[src/rtl/multiplication.sv]
// multiplication
// Sequential shift-and-add unsigned multiplier with independent valid/ready
// handshakes on each operand and on the double-width product. One multiplier
// bit is consumed per clock, so a product appears exactly SIZE cycles after the
// last operand is captured, regardless of operand values.
//
// Ports:
//   clk                        clock, rising-edge active
//   rst                        asynchronous active-high reset
//   input_multiplicand_tdata   multiplicand operand (SIZE bits)
//   input_multiplicand_tvalid  multiplicand valid
//   input_multiplicand_tready  multiplicand accept (IDLE and not yet captured)
//   input_multiplier_tdata     multiplier operand (SIZE bits)
//   input_multiplier_tvalid    multiplier valid
//   input_multiplier_tready    multiplier accept (IDLE and not yet captured)
//   output_tdata               registered unsigned product (2*SIZE bits)
//   output_tvalid              product valid
//   output_tready              downstream accept
module multiplication #(
  parameter int SIZE = 64
) (
  input  logic              clk,
  input  logic              rst,
  input  logic [SIZE-1:0]   input_multiplicand_tdata,
  input  logic              input_multiplicand_tvalid,
  output logic              input_multiplicand_tready,
  input  logic [SIZE-1:0]   input_multiplier_tdata,
  input  logic              input_multiplier_tvalid,
  output logic              input_multiplier_tready,
  output logic [2*SIZE-1:0] output_tdata,
  output logic              output_tvalid,
  input  logic              output_tready
);

  localparam int CW = $clog2(SIZE + 1);

  localparam logic [1:0] ST_IDLE = 2'd0;
  localparam logic [1:0] ST_CALC = 2'd1;
  localparam logic [1:0] ST_OUT  = 2'd2;

  localparam logic [CW-1:0]     CNT_ZERO = {CW{1'b0}};
  localparam logic [CW-1:0]     CNT_ONE  = CW'(1);
  localparam logic [CW-1:0]     CNT_LAST = CW'(SIZE - 1);
  localparam logic [2*SIZE-1:0] P_ZERO   = {(2*SIZE){1'b0}};
  localparam logic [SIZE-1:0]   OP_ZERO  = {SIZE{1'b0}};

  logic [1:0]        state_r;
  logic              have_mcand_r;
  logic              have_mplier_r;
  logic [SIZE-1:0]   mcand_r;
  logic [SIZE-1:0]   mplier_r;
  logic [2*SIZE-1:0] acc_r;
  logic [2*SIZE-1:0] a_r;
  logic [SIZE-1:0]   b_r;
  logic [CW-1:0]     cnt_r;
  logic [2*SIZE-1:0] output_tdata_r;
  logic              output_tvalid_r;

  logic              mcand_fire_s;
  logic              mplier_fire_s;
  logic [SIZE-1:0]   mcand_next_s;
  logic [SIZE-1:0]   mplier_next_s;
  logic              start_s;
  logic [2*SIZE-1:0] addend_s;
  logic [2*SIZE-1:0] sum_s;

  // Input readiness comes straight from registered state and capture flags.
  assign input_multiplicand_tready = (state_r == ST_IDLE) & ~have_mcand_r;
  assign input_multiplier_tready   = (state_r == ST_IDLE) & ~have_mplier_r;

  assign output_tdata  = output_tdata_r;
  assign output_tvalid = output_tvalid_r;

  // Handshake decode, operand bypass for same-edge start, and partial-product add.
  always_comb begin
    mcand_fire_s  = input_multiplicand_tvalid & input_multiplicand_tready;
    mplier_fire_s = input_multiplier_tvalid & input_multiplier_tready;

    // An operand arriving on the start edge is not yet in its register.
    if (mcand_fire_s) begin
      mcand_next_s = input_multiplicand_tdata;
    end else begin
      mcand_next_s = mcand_r;
    end

    if (mplier_fire_s) begin
      mplier_next_s = input_multiplier_tdata;
    end else begin
      mplier_next_s = mplier_r;
    end

    start_s = (state_r == ST_IDLE)
            & (have_mcand_r  | mcand_fire_s)
            & (have_mplier_r | mplier_fire_s);

    if (b_r[0]) begin
      addend_s = a_r;
    end else begin
      addend_s = P_ZERO;
    end

    sum_s = acc_r + addend_s;
  end

  // Control FSM plus shift-and-add datapath.
  always_ff @(posedge clk or posedge rst) begin
    if (rst) begin
      state_r         <= ST_IDLE;
      have_mcand_r    <= 1'b0;
      have_mplier_r   <= 1'b0;
      mcand_r         <= OP_ZERO;
      mplier_r        <= OP_ZERO;
      acc_r           <= P_ZERO;
      a_r             <= P_ZERO;
      b_r             <= OP_ZERO;
      cnt_r           <= CNT_ZERO;
      output_tdata_r  <= P_ZERO;
      output_tvalid_r <= 1'b0;
    end else begin
      case (state_r)
        ST_IDLE: begin
          if (mcand_fire_s) begin
            mcand_r      <= input_multiplicand_tdata;
            have_mcand_r <= 1'b1;
          end
          if (mplier_fire_s) begin
            mplier_r      <= input_multiplier_tdata;
            have_mplier_r <= 1'b1;
          end
          if (start_s) begin
            acc_r   <= P_ZERO;
            a_r     <= {OP_ZERO, mcand_next_s};
            b_r     <= mplier_next_s;
            cnt_r   <= CNT_ZERO;
            state_r <= ST_CALC;
          end
        end

        ST_CALC: begin
          acc_r <= sum_s;
          a_r   <= a_r << 1;
          b_r   <= b_r >> 1;
          cnt_r <= cnt_r + CNT_ONE;
          // The last partial product goes straight to the output register.
          if (cnt_r == CNT_LAST) begin
            output_tdata_r  <= sum_s;
            output_tvalid_r <= 1'b1;
            state_r         <= ST_OUT;
          end
        end

        ST_OUT: begin
          // Flags stay set until here so no operand is taken while busy.
          if (output_tready) begin
            output_tvalid_r <= 1'b0;
            have_mcand_r    <= 1'b0;
            have_mplier_r   <= 1'b0;
            state_r         <= ST_IDLE;
          end
        end

        default: begin
          state_r         <= ST_IDLE;
          have_mcand_r    <= 1'b0;
          have_mplier_r   <= 1'b0;
          output_tvalid_r <= 1'b0;
        end
      endcase
    end
  end

endmodule

[config.mk]
export PLATFORM = sky130hd
export DESIGN_NAME = multiplication
export DESIGN_NICKNAME = d
export VERILOG_FILES = /design/src/rtl/multiplication.sv
export SDC_FILE = /design/constraint.sdc
export NUM_CORES = 2
export LEC_CHECK = 0
export CAP_MARGIN = 0
export CORE_UTILIZATION = 30
export DETAILED_ROUTE_END_ITERATION = 8
export HOLD_SLACK_MARGIN = 0.12
export PLACE_DENSITY_LB_ADDON = 0.12
export SYNTH_ARGS = -nofsm -noshare
export SYNTH_HDL_FRONTEND = slang
export SYNTH_SLANG_ARGS = --single-unit
[constraint.sdc]
create_clock -name clk -period 24.8 [get_ports clk]
set_input_delay 4.96 -clock clk [delete_from_list [all_inputs] [get_ports clk]]
set_output_delay 4.96 -clock clk [all_outputs]
set_load 0.01 [all_outputs]
-- Word level (Yosys, flattened, before mapping)
Cells that the tools add are included.
Widths: inputs -> output; s select.
- register bits after elaboration: 588
- input bits: 133
- output and inout bits: 131
- word-level logic and storage cells: 63
- $add $sub $neg: 2
- equal/unequal tests: 8
- muxes and demuxes: 22
- bitwise logic cells: 12
- reductions and logical operators: 8
- operator list (kind ; count):
    $pmux 128 s2 ; 2
    $mux 128 ; 3
    $mux 64 ; 3
    $add 128x128->128 ; 1
    $pmux 64 s2 ; 1
    $pmux 7 s2 ; 1
    $reduce_and 3->1 ; 4
    $ne 2x2->1 const B ; 5
    $pmux 1 s3 ; 3
    $add 7x1->7 const B ; 1
    $eq 7x6->1 const B ; 1
    $mux 7 ; 1
    $and 1x1->1 ; 6
    $mux 2 ; 3
    $pmux 2 s3 ; 1
    $mux 1 ; 4
    $not 1->1 ; 4
    $reduce_and 2->1 ; 2
    $eq 2x1->1 const B ; 1
    $eq 2x2->1 const B ; 1
    $logic_not 2->1 ; 1
    $or 1x1->1 ; 2
    $reduce_bool 2->1 ; 1

-- Depth between registers and ports, before layout
- depth after elaboration: 8
- gate-level depth with buffers: 17
- depth with buffers taken out: 15

-- Worst setup path after synthesis
No wires, ideal clock.
- path type: in2reg
- start point: input port input_multiplicand_tvalid
- end point: register cnt_r[4]
- setup time: 0.083 ns
- data arrival time: 6.334 ns
- required time: 24.717 ns
- path slack: 18.383 ns
- stages: 7
- path buffers: 3
- path through: o221a_2 clkbuf_1 nor2_1 clkbuf_1 clkbuf_1 o21ai_0 o21ai_0
- longest elaborated chain between the ends: 6
- ends and longest elaborated chain (item ; line ; source):
    start, declared ; 25 ; input logic input_multiplicand_tvalid,
    $and 1x1->1 ; 76 ; mcand_fire_s = input_multiplicand_tvalid & input_multiplicand_tready;
    $or 1x1->1 ; 93 ; & (have_mcand_r | mcand_fire_s)
    $and 1x1->1 ; 93 ;
    $and 1x1->1 ; 94 ; & (have_mplier_r | mplier_fire_s);
    $ne 2x2->1 (no source line) ; -- ;
    $reduce_and 2->1 (no source line) ; -- ;
    end signal, assigned ; 143 ; cnt_r <= cnt_r + CNT_ONE;
    end, declared ; 55 ; logic [CW-1:0] cnt_r;
Every way passes these cells.
A chain may end at the register's enable or synchronous reset.

==> impl_metrics.csv <==
group,metric,value,unit
floorplanning,die_area,108000,sq um
worst_setup_path,crit_slowest_cell,"buf_4",
worst_setup_path,rr_worst_depth,16,
clock_tree,cts_hold_buf,0,
clock_tree,htree_levels,3,
place,dpl.hpwl,74600,um
routing,drt-wirelength-per-cell,20.1,um
timing,relSlewSlack,0.209,
pwr,p_int,0.00292,W
place,place_ws,16130,ps
floorplanning,dieHeight,328,um
logic_synthesis,synth-seq-cells,588,
clock_tree,clockBufferDepth,3,
clock_tree,cts_buffers,73,
clock_tree,cts_tree,"done",
timing,timing.final.ws_setup,17010,ps
worst_setup_path,cp_common_cell,"buf_4",
logic_synthesis,yosysUniqueCellTypes,77,
worst_setup_path,crit_end,"acc_r[85]",
floorplanning,rows,119,
worst_setup_path,crit_chain,"clkdlybuf4s50_1 -> inv_8 -> buf_4 -> buf_12 -> buf_4",
routing,via_per_inst,5.11,
timing,rsz0062_at_grt,"false",
pwr,share_seq_of_total_power,0.294,
logic_synthesis,syn_nets,3789,
clock_tree,clkTransAtPathRegs,50,ps
clock_tree,cts_resized,0,
hold_path,hold_class,"reg -> reg",
worst_setup_path,rr_startpoint,"b_r[0]",
routing,drc,0,
floorplanning,die_w,328,um
pwr,comb_power_share,0.481,
logic_synthesis,synth_seq_area_share,0.462,
finish,final_net_count,3928,
grt,antenna_found_initial,1,
finish,num_antenna_cells,0,
pwr,switchingPower,0.00229,W
finish,multi_input_area,16200,sq um
place,placed_cell_area,35700,sq um
timing,fin_crit_sh,0.314,
pwr,leakage,16.6,nW
floorplanning,initial_core_util,0.303,
pwr,p_per_area,136,nW/um^2
worst_setup_path,r2r_slack,18910,ps
timing,fin_tns_setup,0,ps
status,status,"completed",
worst_setup_path,crit_arrival,8450,ps
worst_setup_path,start_kind,"input port",
finish,area_growth,20.2,%
worst_setup_path,required,25460,ps
routing,drtPass1Iterations,5,
clock_tree,cts_setup_buffers,0,
timing,worst_hold_slack,474,ps
worst_setup_path,cpPeakStageDelay,810,ps
timing,setup_viol,0,
pwr,switching_share,0.440,
floorplanning,num_io_pins,264,
finish,num-fill-cells,10821,
finish,regArea,14700,sq um
finish,drive_gt1_frac,0.0859,
clock_tree,cts-root-buf,"clkbuf_16",
worst_setup_path,cp-startpoint,"rst",
floorplanning,coreArea,105000,sq um
pwr,clkPwrFrac,0.225,
finish,final_util,0.364,
logic_synthesis,synthCells,3527,
worst_setup_path,worstSetupPathType,"in -> async",
grt,gr-total-overflow,0,
clock_tree,clock_latency,640,ps
grt,grt_max_degree,158,
logic_synthesis,ys_warn_count,0,
timing,worst_pin_slew,1190,ps
run,drv_cap,0,
logic_synthesis,async_reset_ff_frac,1.00,
routing,first_iter_violations,1700,
grt,grt_pass1_vias,26273,
routing,ant_nets,0,
routing,wl,103000,um
logic_synthesis,synth_flop_cell,"dfrtp_1",
worst_setup_path,cp_max_fo,150,
worst_setup_path,r2r-end,"output_tdata[116]",
logic_synthesis,syn_avg_cell_area,9.04,sq um
timing,period_minus_slack,7790,ps
worst_setup_path,end_kind,"async pin",
timing,report.final.slew_viol_count,0,
place,globalplace.congestion,0.904,
timing,fmaxAchievable,128,MHz
finish,fin_area,38300,sq um
timing,final-hold-violation-count,0,
pwr,irDropWorstVdd,86.0,uV
timing,fin_skew,29.2,ps
grt,grt_pass1_wl,162000,um
clock_tree,cts.sinks,588,
logic_synthesis,synth_edf_count,0,
routing,num_vias,26144,
place,io_buffers,263,
grt,grt_usage,0.192,
logic_synthesis,syn_area,31900,sq um
[metal layers]
| layer | global-route usage | up-vias | routed length, um |
|---|---|---|---|
| met5 | 0 | - | 13 |
| met4 | 0.0519 | 2 | 2210 |
| met3 | 0.0375 | 133 | 5520 |
| met2 | 0.284 | 530 | 44100 |
| met1 | 0.284 | 12760 | 51100 |
| li1 | - | 12719 | - |
[critical path, delay by kind of cell]
family	cells	cell delay [ps]
buffers and inverters	5	3090
[worst min path at each step]
stage | from | endpoint | slack [ps] | cells past startpoint
floorplan | acc_r[21] | acc_r[21] | 460 | 2
global placement | output_tdata[4] | output_tdata[4] | 460 | 2
detailed placement | output_tdata[4] | output_tdata[4] | 460 | 2
CTS | output_tdata[61] | output_tdata[61] | 480 | 2
global route | output_tdata[48] | output_tdata[48] | 500 | 2
finish | output_tdata[61] | output_tdata[61] | 470 | 2
[through the flow]
step,total power (W),instances
global route,0.00563,5116
finish,0.00521,5116
floorplan,0.00323,3527
global placement,0.00405,4982
detailed placement,0.00407,4982
CTS,0.00528,5116
[cell usage after synthesis (43+ instances only)]
master    instances  area [sq um]
a21o_1           47           353
a21oi_1         217          1090
a22oi_1         129           968
and2_1          135           845
clkbuf_1        212           796
dfrtp_1         588         14700
ha_1            128          1600
inv_1            54           203
mux2_2          140          1580
nand2_1         697          2620
nand3_1         129           646
nand4_1          67           419
nor2_1          126           473
nor3_1           43           215
o21ai_0         393          1970
xnor2_1          66           578
xor2_1           55           482
[power groups by stage]
stage	combinational [W]	sequential, W	clock (W)
after global placement	0.00251	0.00155	0
after detailed placement	0.00253	0.00155	0
after floorplan	0.00174	0.00148	0
final	0.00250	0.00153	0.00117
after CTS	0.00253	0.00154	0.00121
after global routing	0.00281	0.00158	0.00124
[registers in the layout, summed over array words and instances (netlist names)]
signal and cells:
cnt_r 7, output_tvalid 1, state_r 2, have_mcand_r 1, output_tdata 128, have_mplier_r 1
b_r 64, acc_r 128, a_r 128, mcand_r 64, mplier_r 64
[layout make-up]
class | count | area share
Multi-Input combinational cell | 2664 | 0.422
Sequential cell | 588 | 0.384
Timing Repair Buffer | 285 | 0.0740
Inverter | 54 | 0.00549
Tap cell | 1391 | 0.0454
Clock inverter | 28 | 0.0112
Clock buffer | 106 | 0.0576
[cell usage in the layout (no fill, tap or decap), types with 11 or more instances in the layout]
master,n
o21bai_1,39
xor2_1,55
clkbuf_16,77
clkdlybuf4s50_1,263
clkbuf_1,12
nor2_1,125
nor4_1,11
a21boi_0,11
inv_1,53
ha_1,128
dfrtp_1,587
mux2_2,140
o21ai_0,393
nand2_1,695
or3_1,15
bufinv_16,11
buf_4,19
a31oi_1,20
and2_1,133
a21o_1,47
o21a_1,19
xnor2_1,66
a22o_1,22
a21oi_1,217
nand4_1,67
o211ai_1,11
nand3_1,129
nor3_1,42
clkinv_2,13
clkbuf_8,17
a22oi_1,129
[cells by family (layout without fill, tap and decap cells)]
logic type | after synthesis | in the layout | share of synthesized area
AO/OA/AOI/OAI | 998 | 998 | 0.191
XOR/XNOR | 121 | 121 | 0.0333
adder cells (fa/ha/maj) | 129 | 129 | 0.0509
buffers and inverters | 275 | 473 | 0.0325
flip-flops | 588 | 588 | 0.462
multiplexers | 144 | 144 | 0.0507
AND/OR/NAND/NOR | 1272 | 1272 | 0.180
(Power assumes the default switching activity.)
